### config.mk
export PLATFORM = sky130hd
export DESIGN_NAME = button_conditioner_flat
export DESIGN_NICKNAME = d
export VERILOG_FILES = /design/src/rtl/button_conditioner_if.sv /design/src/rtl/button_conditioner.sv /design/src/flat_wrapper.sv
export SDC_FILE = /design/constraint.sdc
export NUM_CORES = 1
export LEC_CHECK = 0
export ABC_AREA = 1
export BUFFER_PORTS_ARGS = -buffer_cell sky130_fd_sc_hd__buf_2
export CORE_UTILIZATION = 60
export DETAILED_ROUTE_END_ITERATION = 16
export HOLD_SLACK_MARGIN = 0.05
export PLACE_DENSITY = 0.77
export REMOVE_ABC_BUFFERS = 1
export SYNTH_ARGS = -nofsm -noshare
export SYNTH_HDL_FRONTEND = slang
export SYNTH_SLANG_ARGS = --single-unit
### constraint.sdc
create_clock -name clk -period 3.4 [get_ports clk]
set_input_delay 0.34 -clock clk [delete_from_list [all_inputs] [get_ports clk]]
set_output_delay 0.34 -clock clk [all_outputs]
set_load 0.03 [all_outputs]
### src/rtl/button_conditioner_if.sv
// button_conditioner_if
//   Groups the raw front-panel button pins and the conditioned event outputs
//   of one button_conditioner instance.
//
//   Signals:
//     up_n, down_n, ok_n : raw active-low buttons, asynchronous to the clock
//     up, down, ok       : one-cycle active-high event pulses
//     held               : debounced pressed levels {ok, down, up}
//
//   Modports:
//     master : the panel side (drives buttons, consumes events)
//     slave  : the conditioner side
interface button_conditioner_if;
    logic       up_n;
    logic       down_n;
    logic       ok_n;
    logic       up;
    logic       down;
    logic       ok;
    logic [2:0] held;

    modport master (
        output up_n, down_n, ok_n,
        input  up, down, ok, held
    );

    modport slave (
        input  up_n, down_n, ok_n,
        output up, down, ok, held
    );
endinterface

### src/rtl/button_conditioner.sv
// button_conditioner
//   Turns the three raw active-low panel buttons (up, down, ok) into clean,
//   single-cycle, active-high event pulses. Each button goes through a 2-FF
//   synchronizer, a debounce filter and a press-edge detector. Up and down
//   additionally auto-repeat while held, and are muted while both are held.
//
//   Ports:
//     clk : system clock
//     rst : synchronous active-high reset
//     btn : button_conditioner_if.slave (raw buttons in, pulses/held out)
module button_conditioner #(
    parameter int DEBOUNCE_CYCLES = 120000,
    parameter int REPEAT_DELAY    = 6000000,
    parameter int REPEAT_PERIOD   = 1200000,
    parameter int REPEAT_EN       = 1
) (
    input  logic                 clk,
    input  logic                 rst,
    button_conditioner_if.slave  btn
);

    localparam int DB_W    = $clog2(DEBOUNCE_CYCLES + 1);
    localparam int RPT_MAX = (REPEAT_DELAY > REPEAT_PERIOD) ? REPEAT_DELAY : REPEAT_PERIOD;
    localparam int RPT_W   = $clog2(RPT_MAX + 1);

    localparam logic [DB_W-1:0]  DB_LAST     = DB_W'(DEBOUNCE_CYCLES - 1);
    localparam logic [DB_W-1:0]  DB_ONE      = DB_W'(1);
    localparam logic [RPT_W-1:0] DELAY_LAST  = RPT_W'(REPEAT_DELAY - 1);
    localparam logic [RPT_W-1:0] PERIOD_LAST = RPT_W'(REPEAT_PERIOD - 1);
    localparam logic [RPT_W-1:0] RPT_ONE     = RPT_W'(1);

    typedef enum logic [1:0] {
        RPT_IDLE,
        RPT_DELAY,
        RPT_PERIOD
    } rpt_state_t;

    // Bit order everywhere is {ok, down, up}.
    logic [2:0]      raw_n;
    logic [2:0]      sync_a;
    logic [2:0]      sync_b;
    logic [2:0]      pressed;
    logic [2:0]      deb;
    logic [2:0]      deb_d;
    logic [2:0]      rise;
    logic [DB_W-1:0] db_cnt [3];

    rpt_state_t       rpt_state      [2];
    rpt_state_t       rpt_state_next [2];
    logic [RPT_W-1:0] rpt_cnt        [2];
    logic [RPT_W-1:0] rpt_cnt_next   [2];
    logic [1:0]       rpt_fire;

    logic up_q;
    logic down_q;
    logic ok_q;

    assign raw_n   = {btn.ok_n, btn.down_n, btn.up_n};
    assign pressed = ~sync_b;
    assign rise    = deb & ~deb_d;

    // Synchronizers reset to the released (high) level so a button held
    // through reset is seen as a fresh press afterwards.
    always_ff @(posedge clk) begin
        if (rst) begin
            sync_a <= '1;
            sync_b <= '1;
        end else begin
            sync_a <= raw_n;
            sync_b <= sync_a;
        end
    end

    // Debounce: the level must disagree with the accepted state for
    // DEBOUNCE_CYCLES consecutive edges before it is taken; any agreeing
    // edge restarts the count. deb_d keeps last cycle's state for edge
    // detection.
    always_ff @(posedge clk) begin
        if (rst) begin
            deb   <= '0;
            deb_d <= '0;
            for (int i = 0; i < 3; i++) begin
                db_cnt[i] <= '0;
            end
        end else begin
            deb_d <= deb;
            for (int i = 0; i < 3; i++) begin
                if (pressed[i] != deb[i]) begin
                    if (db_cnt[i] == DB_LAST) begin
                        deb[i]    <= ~deb[i];
                        db_cnt[i] <= '0;
                    end else begin
                        db_cnt[i] <= db_cnt[i] + DB_ONE;
                    end
                end else begin
                    db_cnt[i] <= '0;
                end
            end
        end
    end

    // Repeat engine for up (0) and down (1). Entering RPT_DELAY restarts the
    // count, which happens both on a fresh press and on every conflict
    // cycle, so repeats resume a full delay after a conflict ends.
    always_comb begin
        rpt_fire = '0;
        for (int b = 0; b < 2; b++) begin
            rpt_state_next[b] = rpt_state[b];
            rpt_cnt_next[b]   = rpt_cnt[b];
            if (!deb[b] || (REPEAT_EN == 0)) begin
                rpt_state_next[b] = RPT_IDLE;
                rpt_cnt_next[b]   = '0;
            end else if (deb[1-b] || (rpt_state[b] == RPT_IDLE)) begin
                rpt_state_next[b] = RPT_DELAY;
                rpt_cnt_next[b]   = '0;
            end else if (rpt_cnt[b] == ((rpt_state[b] == RPT_DELAY) ? DELAY_LAST : PERIOD_LAST)) begin
                rpt_fire[b]       = 1'b1;
                rpt_state_next[b] = RPT_PERIOD;
                rpt_cnt_next[b]   = '0;
            end else begin
                rpt_cnt_next[b]   = rpt_cnt[b] + RPT_ONE;
            end
        end
    end

    always_ff @(posedge clk) begin
        if (rst) begin
            for (int b = 0; b < 2; b++) begin
                rpt_state[b] <= RPT_IDLE;
                rpt_cnt[b]   <= '0;
            end
        end else begin
            for (int b = 0; b < 2; b++) begin
                rpt_state[b] <= rpt_state_next[b];
                rpt_cnt[b]   <= rpt_cnt_next[b];
            end
        end
    end

    // A press of up or down while the other is already held is dropped.
    always_ff @(posedge clk) begin
        if (rst) begin
            up_q   <= 1'b0;
            down_q <= 1'b0;
            ok_q   <= 1'b0;
        end else begin
            up_q   <= (rise[0] & ~deb[1]) | rpt_fire[0];
            down_q <= (rise[1] & ~deb[0]) | rpt_fire[1];
            ok_q   <= rise[2];
        end
    end

    // Outputs are masked while rst is high so nothing is reported during
    // reset, even in the cycle before the reset edge takes effect.
    assign btn.up   = up_q & ~rst;
    assign btn.down = down_q & ~rst;
    assign btn.ok   = ok_q & ~rst;
    assign btn.held = deb & {3{~rst}};

endmodule

### src/flat_wrapper.sv
// flat-port wrapper written by rule: the top's interface ports become plain ports
module button_conditioner_flat 
#(
    parameter int DEBOUNCE_CYCLES = 120000,
    parameter int REPEAT_DELAY    = 6000000,
    parameter int REPEAT_PERIOD   = 1200000,
    parameter int REPEAT_EN       = 1
)
  (clk, rst, btn_up_n, btn_down_n, btn_ok_n, btn_up, btn_down, btn_ok, btn_held);
  button_conditioner_if btn_i ();
  input  logic clk;
  input  logic rst;
  input wire logic [$bits(btn_i.up_n)-1:0] btn_up_n;
  input wire logic [$bits(btn_i.down_n)-1:0] btn_down_n;
  input wire logic [$bits(btn_i.ok_n)-1:0] btn_ok_n;
  output wire logic [$bits(btn_i.up)-1:0] btn_up;
  output wire logic [$bits(btn_i.down)-1:0] btn_down;
  output wire logic [$bits(btn_i.ok)-1:0] btn_ok;
  output wire logic [$bits(btn_i.held)-1:0] btn_held;
  assign btn_i.up_n = btn_up_n;
  assign btn_i.down_n = btn_down_n;
  assign btn_i.ok_n = btn_ok_n;
  assign btn_up = btn_i.up;
  assign btn_down = btn_i.down;
  assign btn_ok = btn_i.ok;
  assign btn_held = btn_i.held;
  button_conditioner #(.DEBOUNCE_CYCLES(DEBOUNCE_CYCLES), .REPEAT_DELAY(REPEAT_DELAY), .REPEAT_PERIOD(REPEAT_PERIOD), .REPEAT_EN(REPEAT_EN)) u_core (.clk(clk), .rst(rst), .btn(btn_i));
endmodule
**Word level (Yosys, flattened, before mapping)**

Memories as Yosys holds them, arrays and structs flattened.
Index checks and enable logic that the tools add are counted.

- $add $sub $neg: 5
- Equality and inequality tests: 10
- Multiplexer cells: 69
- Bitwise operators: 28
- Reduce and logical (&&, ||, !) cells: 7

Operators by type and width:

| cell | count |
|---|---|
| 23-bit two-way mux | 10 |
| 17-bit two-way mux | 9 |
| 17-bit by 1-bit adder with 17-bit output (second input constant) | 3 |
| 17-bit equality test (second input constant) | 3 |
| 23-bit by 1-bit adder with 23-bit output (second input constant) | 2 |
| 23-bit equality test | 2 |
| 1-bit two-way mux | 42 |
| 2-bit two-way mux | 8 |
| 1-bit bitwise OR | 15 |
| 3-bit bitwise AND | 2 |
| 3-bit NOT | 2 |
| 2-bit AND reduction | 3 |
| 1-bit bitwise AND | 5 |
| 2-bit by 1-bit equality test with 1-bit output (second input constant) | 2 |
| 2-bit zero test | 2 |
| 1-bit NOT | 4 |
| 1-bit != test | 3 |
| 1-bit logical OR | 2 |

- Register bits: 15
- RAM bits: 101
- Bits of input ports: 5
- Output and inout port bits: 6
- Word-level logic and storage cells: 131
- Memories kept: 3

Memories:

| name | depth | width | rd ports | clocked after Yosys merged registers in | write ports | line | text |
|---|---|---|---|---|---|---|---|
| u_core.db_cnt | 3 | 17 | 3 | 0 | 3 | button_conditioner.sv:46 | `logic [DB_W-1:0] db_cnt [3];` |
| u_core.rpt_cnt | 2 | 23 | 2 | 0 | 2 | button_conditioner.sv:50 | `logic [RPT_W-1:0] rpt_cnt [2];` |
| u_core.rpt_state | 2 | 2 | 2 | 0 | 2 | button_conditioner.sv:48 | `rpt_state_t rpt_state [2];` |

**Depth between registers and ports, before layout**

- Depth in word-level cells: 8
- Depth in mapped cells: 10
- Depth with buffers taken out: 10

**Worst setup path after synthesis**

Ideal clock, no wire load.

- Path type: register -> register
- Start point: memory u_core.db_cnt[0][0] (netlist bit)
- End point: memory u_core.db_cnt[0][5] (netlist bit), data pin
- Library setup time: 0.256 ns
- Data arrival time: 1.313 ns
- Required time: 3.144 ns
- Slack: 1.831 ns
- Stages on the path, launching flop included: 10
- Buffers on the path: 1
- Clock period less this slack: 1.569 ns
- Cells stage by stage: edfxtp_1 > ha_1 > nand2_1 > nor2_4 > nand2_2 > nor2_4 > nand3_2 > nand2_2 > buf_6 > nor2_2

RTL lines:

| what | line |
|---|---|
| from (decl) | button_conditioner.sv:46 |

==> impl_metrics.tcl <==
set metrics [dict create \
    cts.root.buffer_cell "sky130_fd_sc_hd__clkbuf_8" \
    detail-route-antenna-nets 0 \
    post-route-min-period_ns 1.94 \
    drc 0 \
    final.setup.worst_slack_ns 1.46 \
    global_route.usage.met1_pct 29.0 \
    row_count 37 \
    rsz0062_at_grt "no" \
    pwr-share-seq_pct 45.8 \
    worst_hold_path_type "in -> reg" \
    synthCells 804 \
    drt_pass1_iterations 7 \
    p_int_mw 2.62 \
    place.detailed.hpwl_um 8520 \
    power.clock.fraction_pct 52.0 \
    final.period_utilization_pct 57.0 \
    postRouteWirelength_um 12100 \
    p_leak_nw 2.61 \
    setup-tns-final_ns 0 \
    stdcell_count 1026 \
    finalInstanceArea_sq_um 7230 \
    max_freq_ghz 0.516 \
    outcome "finished, final reports clean" \
    power_switching_share_pct 20.7 \
    track_usage_pct 24.0 \
    total_power_mw 3.31 \
    grt_overflow_total 0 \
    die_height_um 104 \
    cts_inserted_buffers 17 \
    ir_drop_v 0.000325 \
    drtIter0Drc 282 \
    ys_types 36 \
    cp.required_ns 3.69 \
    critical_path_arrival_ns 2.23 \
    route.detailed.vias_per_inst 5.13 \
    critical_path_start_type "register" \
    setup_violating_endpoint_count_in_the_final_report 0 \
    max-cap-violations 0 \
    grt_first_pass_wirelength_um 21200 \
    io_pins 11 \
    area_delta_synth_final_pct 14.7 \
    yosysWarnings 0 \
    grt_start_max_net_pins 24 \
    syn_area_sq_um 6300 \
    average_footprint_of_a_synthesized_cell_sq_um 7.84 \
    tritoncts "built" \
    final_core_utilization_pct 70.6 \
    critPathMaxFanout 17 \
    power.density_nw_per_um2 457 \
    timing.critical_path.to_type "register" \
    yosysSeqAreaShare_pct 44.9 \
    post_cts.repair.setup_buffers 0 \
    clk_path_buf_depth 2 \
    final_net_count 887 \
    dr_total_vias 5265 \
    combPwrFrac_pct 2.2 \
    met2_track_utilization_from_global_routing_pct 40.5 \
    fin_worst_skew_ns 0.00921 \
    post-place-cells 991 \
    route.detailed.wl_per_inst_um 11.8 \
    place_area_sq_um 6610 \
    chipWidth_um 104 \
    cts.sinks 116 \
    gpl_wtd_cong 0.905 \
    post_cts_resized 0 \
    design.core.area_sq_um 10200 \
    insertion_delay_ns 0.53 \
    hold_bufs_inserted_after_cts 3 \
    port_buffers 10 \
    number_of_h_tree_levels 4 \
    final_max_slew_viol_count 0 \
    die_area_sq_um 10900 \
    post_cts_clock_slew_at_the_launch_and_capture_registers_of_the_worst_setup_and_hold_paths_ns 0.06 \
    ys_ff_latch 116 \
    final_hold_viol_count 0 \
    floorplan.initialDensity_pct 61.6 \
    detailedPlace.worstSlack_ns 1.48 \
    fin_hold_ws_ns 0.181 \
    power.switching_uw 686 \
    globalRouteMet3Util_pct 5.70 \
    final_layout_size_suffix_gt1_share_pct 13.1 \
    grt_busiest_layer "met2" \
    grt_antenna_before_repair 0 \
    critPathKind "reg -> reg" \
    antenna_cells_inserted 0 \
    number_of_global_route_vias_before_repair 4973 \
]
==> cell usage after synthesis (all sizes together) <==
| library cell | number | area, sq um |
|---|---|---|
| nand4 | 23 | 144 |
| a31oi | 2 | 12.5 |
| o21ai | 14 | 81.3 |
| nor4 | 1 | 6.26 |
| dfxtp | 65 | 1300 |
| nor2 | 174 | 793 |
| xor2 | 35 | 307 |
| inv | 97 | 364 |
| nor3b | 4 | 30.0 |
| ha | 5 | 62.6 |
| nand3b | 2 | 15.0 |
| nor3 | 30 | 166 |
| a21oi | 42 | 236 |
| conb | 1 | 3.75 |
| xnor2 | 11 | 96.3 |
| buf | 8 | 93.8 |
| or2 | 14 | 87.6 |
| nand3 | 52 | 285 |
| clkbuf | 1 | 3.75 |
| edfxtp | 51 | 1530 |
| nand2 | 172 | 681 |
==> flip-flops by register name, indices dropped and copies added (netlist names) <==
signal / cells
u_core.sync_a: 3
u_core.up_q: 1
u_core.rpt_cnt: 46
u_core.db_cnt: 51
u_core.down_q: 1
u_core.sync_b: 3
u_core.deb_d: 3
u_core.deb: 3
u_core.rpt_state: 4
u_core.ok_q: 1
==> cell type report <==
type                            instances  area, sq um
Clock buffer                           25          517
Clock inverter                          7         67.6
Fill cell                             791         3000
Inverter                               97          364
Multi-Input combinational cell        632         3200
Sequential cell                       116         2830
Tap cell                              136          170
Timing Repair Buffer                   13         80.1
==> cell usage in the layout, fill, tap and decap left out, types with 2 or more instances in the layout <==
| cell | netlist | routed |
|---|---|---|
| sky130_fd_sc_hd__nand3_1 | 47 | 47 |
| sky130_fd_sc_hd__a21oi_1 | 35 | 35 |
| sky130_fd_sc_hd__nor2_4 | 8 | 8 |
| sky130_fd_sc_hd__nor3_1 | 28 | 28 |
| sky130_fd_sc_hd__a21oi_2 | 7 | 7 |
| sky130_fd_sc_hd__edfxtp_1 | 51 | 51 |
| sky130_fd_sc_hd__o21ai_1 | 2 | 2 |
| sky130_fd_sc_hd__inv_1 | 96 | 96 |
| sky130_fd_sc_hd__dfxtp_1 | 65 | 65 |
| sky130_fd_sc_hd__buf_2 | 1 | 10 |
| sky130_fd_sc_hd__or2_0 | 2 | 2 |
| sky130_fd_sc_hd__clkinv_2 | 0 | 3 |
| sky130_fd_sc_hd__nor2_2 | 32 | 32 |
| sky130_fd_sc_hd__xor2_1 | 35 | 35 |
| sky130_fd_sc_hd__clkbuf_8 | 0 | 4 |
| sky130_fd_sc_hd__o21ai_0 | 11 | 11 |
| sky130_fd_sc_hd__nand2_1 | 162 | 162 |
| sky130_fd_sc_hd__ha_1 | 5 | 5 |
| sky130_fd_sc_hd__a31oi_1 | 2 | 2 |
| sky130_fd_sc_hd__nand2_2 | 8 | 8 |
| sky130_fd_sc_hd__clkinvlp_4 | 0 | 3 |
| sky130_fd_sc_hd__clkbuf_1 | 1 | 3 |
| sky130_fd_sc_hd__nor3b_1 | 4 | 4 |
| sky130_fd_sc_hd__nand3_2 | 5 | 5 |
| sky130_fd_sc_hd__nand4_1 | 23 | 23 |
| sky130_fd_sc_hd__dlygate4sd3_1 | 0 | 3 |
| sky130_fd_sc_hd__nand2_4 | 2 | 2 |
| sky130_fd_sc_hd__nand3b_1 | 2 | 2 |
| sky130_fd_sc_hd__nor2_1 | 134 | 134 |
| sky130_fd_sc_hd__or2_2 | 12 | 12 |
| sky130_fd_sc_hd__xnor2_1 | 11 | 11 |
| sky130_fd_sc_hd__clkbuf_16 | 0 | 18 |
| sky130_fd_sc_hd__conb_1 | 1 | 51 |
==> worst max-delay path, stage by stage, from the launching register on <==
cell and delay (ns):
sky130_fd_sc_hd__edfxtp_1 0.39, sky130_fd_sc_hd__ha_1 0.18, sky130_fd_sc_hd__nand2_1 0.11, sky130_fd_sc_hd__nor2_4 0.13, sky130_fd_sc_hd__nand2_2 0.08, sky130_fd_sc_hd__nor2_4 0.12
sky130_fd_sc_hd__nand3_2 0.10, sky130_fd_sc_hd__nand2_2 0.36, sky130_fd_sc_hd__nor2_1 0.10, sky130_fd_sc_hd__nand2_1 0.08, sky130_fd_sc_hd__inv_1 0.04
==> power by group through the flow <==
stage               clock network [mW]  logic, mW  registers [mW]
finish                            1.72     0.0743            1.51
CTS                               1.74     0.0722            1.51
global placement                     0     0.0662            1.54
detailed placement                   0     0.0685            1.54
global route                      1.80     0.0867            1.52
floorplan                            0     0.0542            1.53
==> final timing paths <==
path | from | end | slack, ns | depth (start not counted)
setup reg to reg | u_core.db_cnt[0][0] | u_core.db_cnt[0][15] | 1.46 | 10
hold reg to reg | u_core.deb_d[2] | u_core.ok_q | 0.39 | 1
setup / recovery | u_core.db_cnt[0][0] | u_core.db_cnt[0][15] | 1.46 | 10
hold / removal | rst | u_core.deb_d[2] | 0.18 | 2
==> kinds of logic (layout without fill, tap and decap cells) <==
| family | count (synthesis) | in the layout | synth area share, % |
|---|---|---|---|
| other | 1 | 51 | 0.0595 |
| XOR/XNOR | 46 | 46 | 6.39 |
| AO/OA/AOI/OAI | 58 | 58 | 5.24 |
| buffers and inverters | 106 | 142 | 7.33 |
| flip-flops | 116 | 116 | 44.9 |
| adder cells (fa/ha/maj) | 5 | 5 | 0.993 |
| AND/OR/NAND/NOR | 472 | 472 | 35.0 |
==> metal layers <==
layer / up-vias / share of wire [%]
li1: 2691 / -
met3: 25 / 5.0
met5: - / 0
met2: 135 / 49
met4: 0 / 1.9
met1: 2414 / 44
No activity file was read; power rests on OpenSTA's default activity.
